==> src/rtl/rat_io_peripheral.sv <==
// RAT MCU I/O responder: decodes OUT strobes into LED, seven-segment and
// timer registers, muxes read data onto IN_PORT, and raises INT_CU from a
// reloadable down-counting timer and a button-0 rising edge.
module rat_io_peripheral #(
  parameter logic [7:0] LED_ID       = 8'h40,
  parameter logic [7:0] SSEG_ID      = 8'h81,
  parameter logic [7:0] SWITCH_ID    = 8'hFF,
  parameter logic [7:0] BTN_ID       = 8'h9A,
  parameter logic [7:0] TMR_LO_ID    = 8'hB0,
  parameter logic [7:0] TMR_HI_ID    = 8'hB1,
  parameter logic [7:0] CTRL_ID      = 8'hB2,
  parameter logic [7:0] ACK_ID       = 8'hB3,
  parameter logic [7:0] CNT_ID       = 8'hB4,
  parameter int         TMR_PRESCALE = 1
) (
  input  logic       CLK,
  input  logic       RESET,
  input  logic [7:0] OUT_PORT,
  input  logic [7:0] PORT_ID,
  input  logic       IO_STRB,
  input  logic [7:0] SWITCHES,
  input  logic [3:0] BUTTONS,
  output logic [7:0] IN_PORT,
  output logic       INT_CU,
  output logic [7:0] LEDS,
  output logic [7:0] SSEG_VAL
);

  localparam logic [15:0] PS_LAST = 16'(TMR_PRESCALE - 1);

  logic [7:0]  leds_reg, sseg_reg, lo_stage_reg;
  logic [15:0] reload_reg, count_reg, count_next;
  logic [15:0] presc_reg, presc_next;
  logic [2:0]  ctrl_reg;
  logic [1:0]  pending_reg, pending_next;
  logic [3:0]  btn_meta_reg, btn_sync_reg;
  logic        btn_prev_reg;
  logic        int_reg;

  // Write decode: a strobe with an unmatched ID selects nothing
  logic wr_led, wr_sseg, wr_lo, wr_hi, wr_ctrl, wr_ack;
  assign wr_led  = IO_STRB && (PORT_ID == LED_ID);
  assign wr_sseg = IO_STRB && (PORT_ID == SSEG_ID);
  assign wr_lo   = IO_STRB && (PORT_ID == TMR_LO_ID);
  assign wr_hi   = IO_STRB && (PORT_ID == TMR_HI_ID);
  assign wr_ctrl = IO_STRB && (PORT_ID == CTRL_ID);
  assign wr_ack  = IO_STRB && (PORT_ID == ACK_ID);

  // Event sources; a reload commit suppresses the coincident timer event
  logic       tick, timer_set, btn_rise;
  logic [1:0] pend_set, pend_clr;
  assign tick      = ctrl_reg[0] && (presc_reg == PS_LAST);
  assign timer_set = tick && (count_reg == 16'd0) && !wr_hi;
  assign btn_rise  = btn_sync_reg[0] & ~btn_prev_reg;
  assign pend_set  = {btn_rise, timer_set};
  assign pend_clr  = wr_ack ? OUT_PORT[1:0] : 2'b00;

  // Set has priority over a same-cycle acknowledge of the same bit
  generate
    for (genvar gi = 0; gi < 2; gi++) begin : g_pending
      assign pending_next[gi] = pend_set[gi] | (pending_reg[gi] & ~pend_clr[gi]);
    end
  endgenerate

  // Timer count and prescaler next-state
  always_comb begin
    count_next = count_reg;
    presc_next = presc_reg;
    if (wr_hi) begin
      count_next = {OUT_PORT, lo_stage_reg};
      presc_next = 16'd0;
    end else begin
      if (tick)
        count_next = (count_reg == 16'd0) ? reload_reg : count_reg - 16'd1;
      if (wr_ctrl && !OUT_PORT[0])
        presc_next = 16'd0;
      else if (ctrl_reg[0])
        presc_next = (presc_reg == PS_LAST) ? 16'd0 : presc_reg + 16'd1;
    end
  end

  // All architectural state; reset beats any same-cycle strobe
  always_ff @(posedge CLK) begin
    if (RESET) begin
      leds_reg     <= '0;
      sseg_reg     <= '0;
      lo_stage_reg <= '0;
      reload_reg   <= '0;
      count_reg    <= '0;
      presc_reg    <= '0;
      ctrl_reg     <= '0;
      pending_reg  <= '0;
      btn_meta_reg <= '0;
      btn_sync_reg <= '0;
      btn_prev_reg <= 1'b0;
      int_reg      <= 1'b0;
    end else begin
      if (wr_led)  leds_reg     <= OUT_PORT;
      if (wr_sseg) sseg_reg     <= OUT_PORT;
      if (wr_lo)   lo_stage_reg <= OUT_PORT;
      if (wr_hi)   reload_reg   <= {OUT_PORT, lo_stage_reg};
      if (wr_ctrl) ctrl_reg     <= OUT_PORT[2:0];
      count_reg    <= count_next;
      presc_reg    <= presc_next;
      pending_reg  <= pending_next;
      btn_meta_reg <= BUTTONS;
      btn_sync_reg <= btn_meta_reg;
      btn_prev_reg <= btn_sync_reg[0];
      int_reg      <= (pending_reg[0] & ctrl_reg[1]) | (pending_reg[1] & ctrl_reg[2]);
    end
  end

  // Combinational read mux, no strobe required
  always_comb begin
    IN_PORT = 8'h00;
    if (PORT_ID == SWITCH_ID)    IN_PORT = SWITCHES;
    else if (PORT_ID == BTN_ID)  IN_PORT = {4'h0, btn_sync_reg};
    else if (PORT_ID == CTRL_ID) IN_PORT = {3'b000, pending_reg, ctrl_reg};
    else if (PORT_ID == CNT_ID)  IN_PORT = count_reg[7:0];
  end

  assign LEDS     = leds_reg;
  assign SSEG_VAL = sseg_reg;
  assign INT_CU   = int_reg;

endmodule

==> config.mk <==
export PLATFORM = sky130hd
export DESIGN_NAME = rat_io_peripheral
export DESIGN_NICKNAME = d
export VERILOG_FILES = /design/src/rtl/rat_io_peripheral.sv
export SDC_FILE = /design/constraint.sdc
export NUM_CORES = 1
export LEC_CHECK = 0
export CORE_MARGIN = 2
export CORE_UTILIZATION = 55
export DETAILED_ROUTE_END_ITERATION = 8
export MAX_ROUTING_LAYER = met4
export PLACE_DENSITY_LB_ADDON = 0.12
export SETUP_SLACK_MARGIN = 0.02
export SLEW_MARGIN = 10
export SYNTH_ARGS = -nofsm -noshare
export SYNTH_HDL_FRONTEND = slang
export SYNTH_SLANG_ARGS = --single-unit
==> constraint.sdc <==
create_clock -name CLK -period 3.9 [get_ports CLK]
set_input_delay 0.39 -clock CLK [delete_from_list [all_inputs] [get_ports CLK]]
set_output_delay 0.39 -clock CLK [all_outputs]
set_load 0.01 [all_outputs]
After elaboration in Yosys (flattened, before gate mapping) --
Index checks and enable logic that the tools add are counted.
Cells by class: $add $sub $neg 2, multiply operators 0, div/mod/pow operators 0, magnitude comparators 0, eq/ne operators 9, shifts and indexed selects 0, mux-type cells 9, bitwise gates (word level) 11, reduce and logical (&&, ||, !) cells 16
Operators with widths (number):
- 8-bit == test (second input constant) | 8
- 16-bit 2-to-1 mux | 4
- 16-bit zero test | 2
- 8-bit 2-to-1 mux | 4
- 16-bit by 1-bit adder with 16-bit output (second input constant) | 1
- 16-bit by 1-bit subtractor with 16-bit output (second input constant) | 1
- 1-bit logical AND | 10
- 8-bit by 7-bit == test with 1-bit output (second input constant) | 1
- 1-bit AND | 5
- 1-bit NOT | 3
- 1-bit bitwise OR | 3
- 3-bit OR reduction | 1
- 1-bit zero test | 2
- 2-bit 2-to-1 mux | 1
- 2-bit nonzero test | 1
Word-level totals: register bits 87, bits in latches 0, bits in writable memories 0, memory bits (read-only) 0, input port bits 31, logic and storage cells 59, memories kept 0

Logic depth before layout (Yosys ltp) --
Gate-level depths: netlist of run 1.
depth after elaboration 6, mapped depth 10, depth with buffers taken out 8

Worst setup path after synthesis of run 1 --
OpenSTA, ideal clock, no wires.
kind register -> register, start register count_reg[0], end register count_reg[7], library setup time 91 ps, arrival time 2010 ps, required time 3809 ps, path slack 1800 ps, stages on the path, launching flop included 9, period minus slack after synthesis 2100 ps, cells stage by stage dfxtp_1 inv_1 ha_1 nor4b_1 and4_1 clkbuf_1 or3_2 a21o_1 a311oi_1
Between the ends: longest elaborated chain between the ends 4, elaborated cells on any way between the ends 5, those cells by class add/sub (1); mux (3); reduce/logical (1)
Ends and longest elaborated chain:
- start: declaration | line 32 | logic [15:0] reload_reg, count_reg, count_next;
- start signal: assignment | line 103 | count_reg <= count_next;
- 16-bit by 1-bit subtractor with 16-bit output / 16-bit zero test (equally long branches) | line 74 | count_next = (count_reg == 16'd0) ? reload_reg : count_reg - 16'd1;
- 16-bit 2-to-1 mux * | line 74
- 16-bit 2-to-1 mux * | line 73 | if (tick)
- 16-bit 2-to-1 mux * | line 69 | if (wr_hi) begin
Mark *: on every way between the ends. The rest lies on a longest branch, timed or not. The select of a mux whose other input is x is not followed. A chain may end at the register's enable or synchronous reset.

Worst setup path after layout of run 1 --
start input PORT_ID[6], end output IN_PORT[1]
Between the ends: longest elaborated chain between the ends 5, elaborated cells on any way between the ends 8, those cells by class eq/ne (4); mux (4)
Ends and longest elaborated chain:
- start: declaration | line 19 | input logic [7:0] PORT_ID,
- 8-bit == test | line 119 | else if (PORT_ID == CNT_ID) IN_PORT = count_reg[7:0];
- 8-bit 2-to-1 mux | line 119
- 8-bit 2-to-1 mux | line 118 | else if (PORT_ID == CTRL_ID) IN_PORT = {3'b000, pending_reg, ctrl_reg};
- 8-bit 2-to-1 mux | line 117 | else if (PORT_ID == BTN_ID) IN_PORT = {4'h0, btn_sync_reg};
- 8-bit 2-to-1 mux * | line 116 | if (PORT_ID == SWITCH_ID) IN_PORT = SWITCHES;
- end: declaration | line 23 | output logic [7:0] IN_PORT,
Mark *: on every way between the ends. The rest lies on a longest branch, timed or not.

==> results.md, run 1 <==
- Avg Cell Area, Syn: 8.62 sq um
- Depth of the most critical reg-to-reg path: 8
- Starting density of the core: 0.571
- Worst Path Max Fanout: 6
- Leakage: 1.91 nW
- Die area: 8280 sq um
- Post-synthesis sequential area ratio: 0.418
- Clock Latency Late Sink: 0.36 ns
- WL final: between 9000 and 10000 microns
- Most frequent cell after synthesis: dfxtp_1
- Reg power frac: 0.562
- P&R area growth vs syn: 17.9%
- Crit path DAT: 2.62 ns
- Area of the core: 7290 sq um
- CTS buffer count: 9
- GRT Total Usage: 0.251
- RSZ-0062 raised after global routing: false
- # nets final: 568
- Post-CTS setup buffer count: 0
- Sw frac: 0.244
- Share of cells above drive strength 1: 0.0743
- Cells after synthesis: 483
- Post-synth EDFFs: 0
- Synth Flop Type: dfxtp_1
- Core Rows: 31
- Crit path capture type: output port
- Register bit total from synthesis: 87
- Peak supply drop: 0.221 mV
- Antenna violations before repair: 0
- Mapped cell area: around 4200 sq um
- CTS Hold Bufs: 0
- Final Setup Violations: 0
- Clk pwr share: 0.385
- Die W: 91.0 microns
- I/O Pins: 56
- Final Cycle Share: 0.771
- WL per Instance: 15.6 microns
- Final global-route overflow total: 0
- Largest net degree at the start of global routing: 72
- Clock Skews: 0.0129 ns
- Fill count: roughly 650
- First-iteration detailed-routing DRC count: around 290
- CTS-repair resized insts: 0
- Yosys cell types: 63
- Post-DP HPWL: about 7000 microns
- Setup TNS: 0 ns
- Worst-margin pin slew: 0.734 ns
- First-pass GRT wire length: 16300 microns
- Ant diodes: 0
- Synth area leaders: dfxtp_1 (42%), nor2_1 (7.0%), mux2i_1 (6.0%), nand2_1 (5.3%), a21oi_1 (3.7%)
- Top achievable clock speed: roughly 0.33 GHz
- # H-tree levels: 3
- Internal: 0.00120 W
- Async set-or-reset flop fraction in the synthesized netlist: 0
- Sw power: 0.000390 W
- Register area: 1740 sq um
- Number of max-cap violations: 0
- DR DRC count: 0
- Via/cell ratio: 5.71
- Synth top cells by count: dfxtp_1 (87), nor2_1 (78), nand2_1 (59)
- Vias: 3637
- Syn nets: 518
- CP Class: in2out
- Total power divided by cell area: between 300 and 400 nW/um^2
- Area leader, netlist: dfxtp_1
- Port buffer count: 55
- GPL Wtd Cong: 0.965
- Final Hold Vio Count: 0
- Post-route worst setup slack: a little under 0.9 ns
- Clock sink count: 87
- Post-place setup slack: about 0.90 ns
- Status: complete, no violations
- Max-slew violation count: 0
- Die Y: 91.0 microns
- Multi-input gate area: 2220 sq um
- Minimum clock period: 3.01 ns
- CTS tree: done
- Hold Path Depth: 3
- Slew HR: 0.510
- Crit start category: input port
- Comb power frac: 0.054
- Clock Path Buffers: 2
- Post-synth top area share: 0.418
- Root Driver: clkbuf_8
- Clk pin slew, worst setup/hold paths: 0.09 ns
- Post-DRT Antenna Nets: 0
- TritonRoute pass-1 iters: 5
- Synth warn: 0
- Crit path required time: roughly 3.5 ns
- Worst Hold Class: in2reg
- Vias in the first global route: 3461
## logic make-up (layout without fill, tap and decap cells)
group | after synthesis | after routing | share of synthesized area
mux | 26 | 26 | 0.0628
simple gates | 221 | 221 | 0.271
buf+inv | 31 | 86 | 0.0472
fa+ha+maj | 4 | 4 | 0.0120
compound gates | 97 | 97 | 0.152
flops | 87 | 87 | 0.418
xor+xnor | 17 | 17 | 0.0358
## critical path: stages
cell	delay (ns)
clkdlybuf4s50_1	0.48
nand3b_1	0.23
or4b_2	0.72
o21ai_0	0.22
clkdlybuf4s50_1	0.58
## layout by cell type, fill, tap and decap left out, drive strengths merged, types with 3 or more instances in the layout
| cell type | Yosys | layout |
|---|---|---|
| nor3 | 13 | 13 |
| xnor2 | 4 | 4 |
| clkbuf | 15 | 11 |
| o22ai | 3 | 3 |
| o21ai | 14 | 14 |
| nand2 | 60 | 60 |
| a22oi | 11 | 11 |
| nor4b | 3 | 3 |
| nand4 | 9 | 9 |
| nor4 | 5 | 5 |
| clkdlybuf4s50 | 0 | 54 |
| nand3 | 16 | 16 |
| a21oi | 31 | 31 |
| xor2 | 13 | 13 |
| mux2i | 25 | 25 |
| ha | 4 | 4 |
| a31oi | 6 | 6 |
| o211ai | 5 | 5 |
| inv | 8 | 10 |
| a211oi | 6 | 6 |
| or3 | 3 | 3 |
| nor2 | 79 | 79 |
| nor2b | 14 | 14 |
| a311oi | 3 | 3 |
| dfxtp | 87 | 87 |
| a22o | 3 | 3 |
| or4 | 4 | 4 |
| buf | 8 | 8 |
## power groups by stage
stage	Sequential [W]	Clock, W	Combinational (W)
after global placement	0.000916	0	0.0000833
after detailed placement	0.000916	0	0.0000852
after CTS	0.000896	0.000620	0.0000856
final	0.000896	0.000613	0.0000857
after floorplan	0.000916	0	0.0000390
after global routing	0.000896	0.000654	0.0000927
## stage by stage
stage	hold WS (ns)	instances	instance area, sq um	power (W)	util
2_1_floorplan	0.414	483	4160	0.000955	-
3_5_place_dp	0.426	621	4720	0.00100	0.647
6_report	0.387	637	4910	0.00159	0.673
5_1_grt	0.384	637	4910	0.00164	0.673
4_1_cts	0.377	637	4910	0.00160	0.673
3_3_place_gp	0.421	621	4720	0.00100	0.647
## per-layer routing
layer,GRT usage,part of all wire
met1,0.323,0.45
met2,0.399,0.48
met3,0.0539,0.057
met4,0.0758,0.011
met5,-,0
## area by class of cell
cell class / instances / area share
Clock buffer: 11 / 0.0308
Tap cell: 99 / 0.0252
Sequential cell: 87 / 0.355
Inverter: 8 / 0.00612
Clock inverter: 5 / 0.00790
Multi-Input combinational cell: 365 / 0.453
Timing Repair Buffer: 62 / 0.122
## final timing paths
kind | from | endpoint | slack [ns]
max | PORT_ID[6] | IN_PORT[1] | 0.89
min | RESET | count_reg[8] | 0.39
max reg2reg | count_reg[0] | count_reg[0] | 1.58
min reg2reg | btn_meta_reg[1] | btn_sync_reg[1] | 0.44
(Power assumes the default switching activity.)
==> run 2: changes to the inputs <==
- clock period: 3.9 -> 3 ns (I/O delays scaled with it)
==> run 2 against run 1 <==
Register-to-register slack got worse by 1.0 ns; wire length up 2.4%; via count is 1.5% higher; global-route usage increased by 1.2 points; critical path depth is the same; non-clock buffer count is 2 higher; cell area increased by 1.1%; sequential cell count did not move; combinational power grew 31%; critical path type unchanged; largest cell class unchanged.
==> results.md, run 2 (synthesis results as in run 1) <==
- Worst Hold Class: in2reg
- DR DRC count: 0
- Slowest stage delay, CP: 0.72 ns
- Status: complete, no violations
- Share of cells above drive strength 1: 0.0778
- Die area: 8280 sq um
- Crit path capture type: output port
- Via/cell ratio: 5.78
- Slew HR: 0.508
- Metal2 WL: 4800 microns
- CTS tree: done
- Worst-margin pin slew: 0.738 ns
- WL per Instance: 15.9 microns
- Post-DP HPWL: about 7200 microns
- GPL Wtd Cong: slightly below 0.9
- P&R area growth vs syn: 19.2%
- First-iteration detailed-routing DRC count: 229
- Minimum clock period: 2.80 ns
- Final Setup Violations: 0
- Dpl cells: between 600 and 700
- Total power divided by cell area: 445 nW/um^2
- Core Rows: 31
- CP Cell Sequence: clkdlybuf4s50_1, nand3b_1, or4b_2, o21ai_0, clkdlybuf4s50_1
- Starting density of the core: 0.571
- Antenna violations before repair: 0
- Crit start category: input port
- Final global-route overflow total: 0
- Area of the core: 7290 sq um
- Wire length on met1: about 4700 microns
- # H-tree levels: 3
- CP Class: in2out
- Ant diodes: 0
- Post-CTS setup buffer count: 0
- Peak supply drop: 0.290 mV
- Met3 WL: 518 microns
- Commonest cells after routing, fill and taps aside: dfxtp_1 (87), nor2_1 (78), nand2_1 (59)
- Crit path required time: around 2.7 ns
- Final Cycle Share: 0.933
- Die Y: roughly 90 microns
- WL final: 10200 microns
- Layout Cells excl Fill: ~640
- Number of max-cap violations: 0
- Post-DRT Antenna Nets: 0
- Clk pin slew, worst setup/hold paths: 0.09 ns
- Fill count: 652
- Port buffer count: 55
- TritonRoute pass-1 iters: 6
- Clock Skews: 0.0109 ns
- CTS Hold Bufs: 0
- Top achievable clock speed: 0.357 GHz
- Root Driver: clkbuf_8
- Post-route cell area: 4960 sq um
- Largest net degree at the start of global routing: 72
- Most common cell after layout, fill and taps aside: dfxtp_1
- Leakage: 1.93 nW
- Final Hold Vio Count: 0
- Clock Path Buffers: 2
- I/O Pins: 56
- Vias: 3693
- Critical path's most frequent cell: clkdlybuf4s50_1
- Die W: 91.0 microns
- # nets final: 570
- Hold Slack: 0.314 ns
- CTS buffer count: 9
- RSZ-0062 raised after global routing: false
- Crit-path slowest cell: or4b_2
- Register area: 1740 sq um
- Multi-input gate area: 2220 sq um
- Clock Latency Late Sink: 0.36 ns
- Crit path DAT: 2.50 ns
- Vias in the first global route: 3591
- Uppermost layer routed: met4
- CTS-repair resized insts: 0
- Setup TNS: 0 ns
- Worst Path Max Fanout: 6
- First-pass GRT wire length: 17200 microns
- GRT Total Usage: 0.263
- Max-slew violation count: 0
- DP Area: 4730 sq um
- Clock sink count: 87
## run 2: cell count changes in the layout (fill, tap and decap cells not counted), sizes merged
cell	change
buf	+2
bufinv	+2
clkbuf	-1
clkinv	-1
clkinvlp	+1
inv	-1
## run 2: per-stage QoR
stage           util  power [W]  worst slack [ns]
4_1_cts        0.681    0.00221             0.225
3_5_place_dp   0.649    0.00130             0.224
5_1_grt        0.681    0.00227            0.0705
3_3_place_gp   0.649    0.00130             0.257
2_1_floorplan      -    0.00124             0.900
6_report       0.681    0.00221             0.201
## run 2: final cells by class
cell class,instances,share of cell area
Multi-Input combinational cell,365,0.448
Sequential cell,87,0.351
Timing Repair Buffer,64,0.124
Clock buffer,10,0.0277
Tap cell,99,0.0250
Clock inverter,6,0.0187
Inverter,8,0.00605
## run 2: critical path: cells and delay by family
kind	cells	cell delay, ns
buf+inv	2	1.05
simple gates	2	0.96
compound gates	1	0.19
## run 2: worst paths after layout
check                  startpoint              end  slack (ns)  depth (start not counted)
setup / recovery       PORT_ID[6]       IN_PORT[2]        0.20                          5
hold / removal              RESET     count_reg[8]        0.31                          3
setup reg to reg     count_reg[1]     count_reg[0]        0.58                          8
hold reg to reg   btn_meta_reg[1]  btn_sync_reg[1]        0.45                          1
## run 2: layer usage
layer / vias to the layer above / GRT usage
met5: - / -
met4: 0 / 0.0934
met3: 16 / 0.0415
met2: 115 / 0.409
met1: 1752 / 0.348
li1: 1810 / -
## run 2: power by group
part	switching (W)	total [W]	internal, W
sequential	0.00000350	0.00116	0.00116
clock	0.000435	0.000931	0.000496
combinational	0.0000588	0.000112	0.0000531
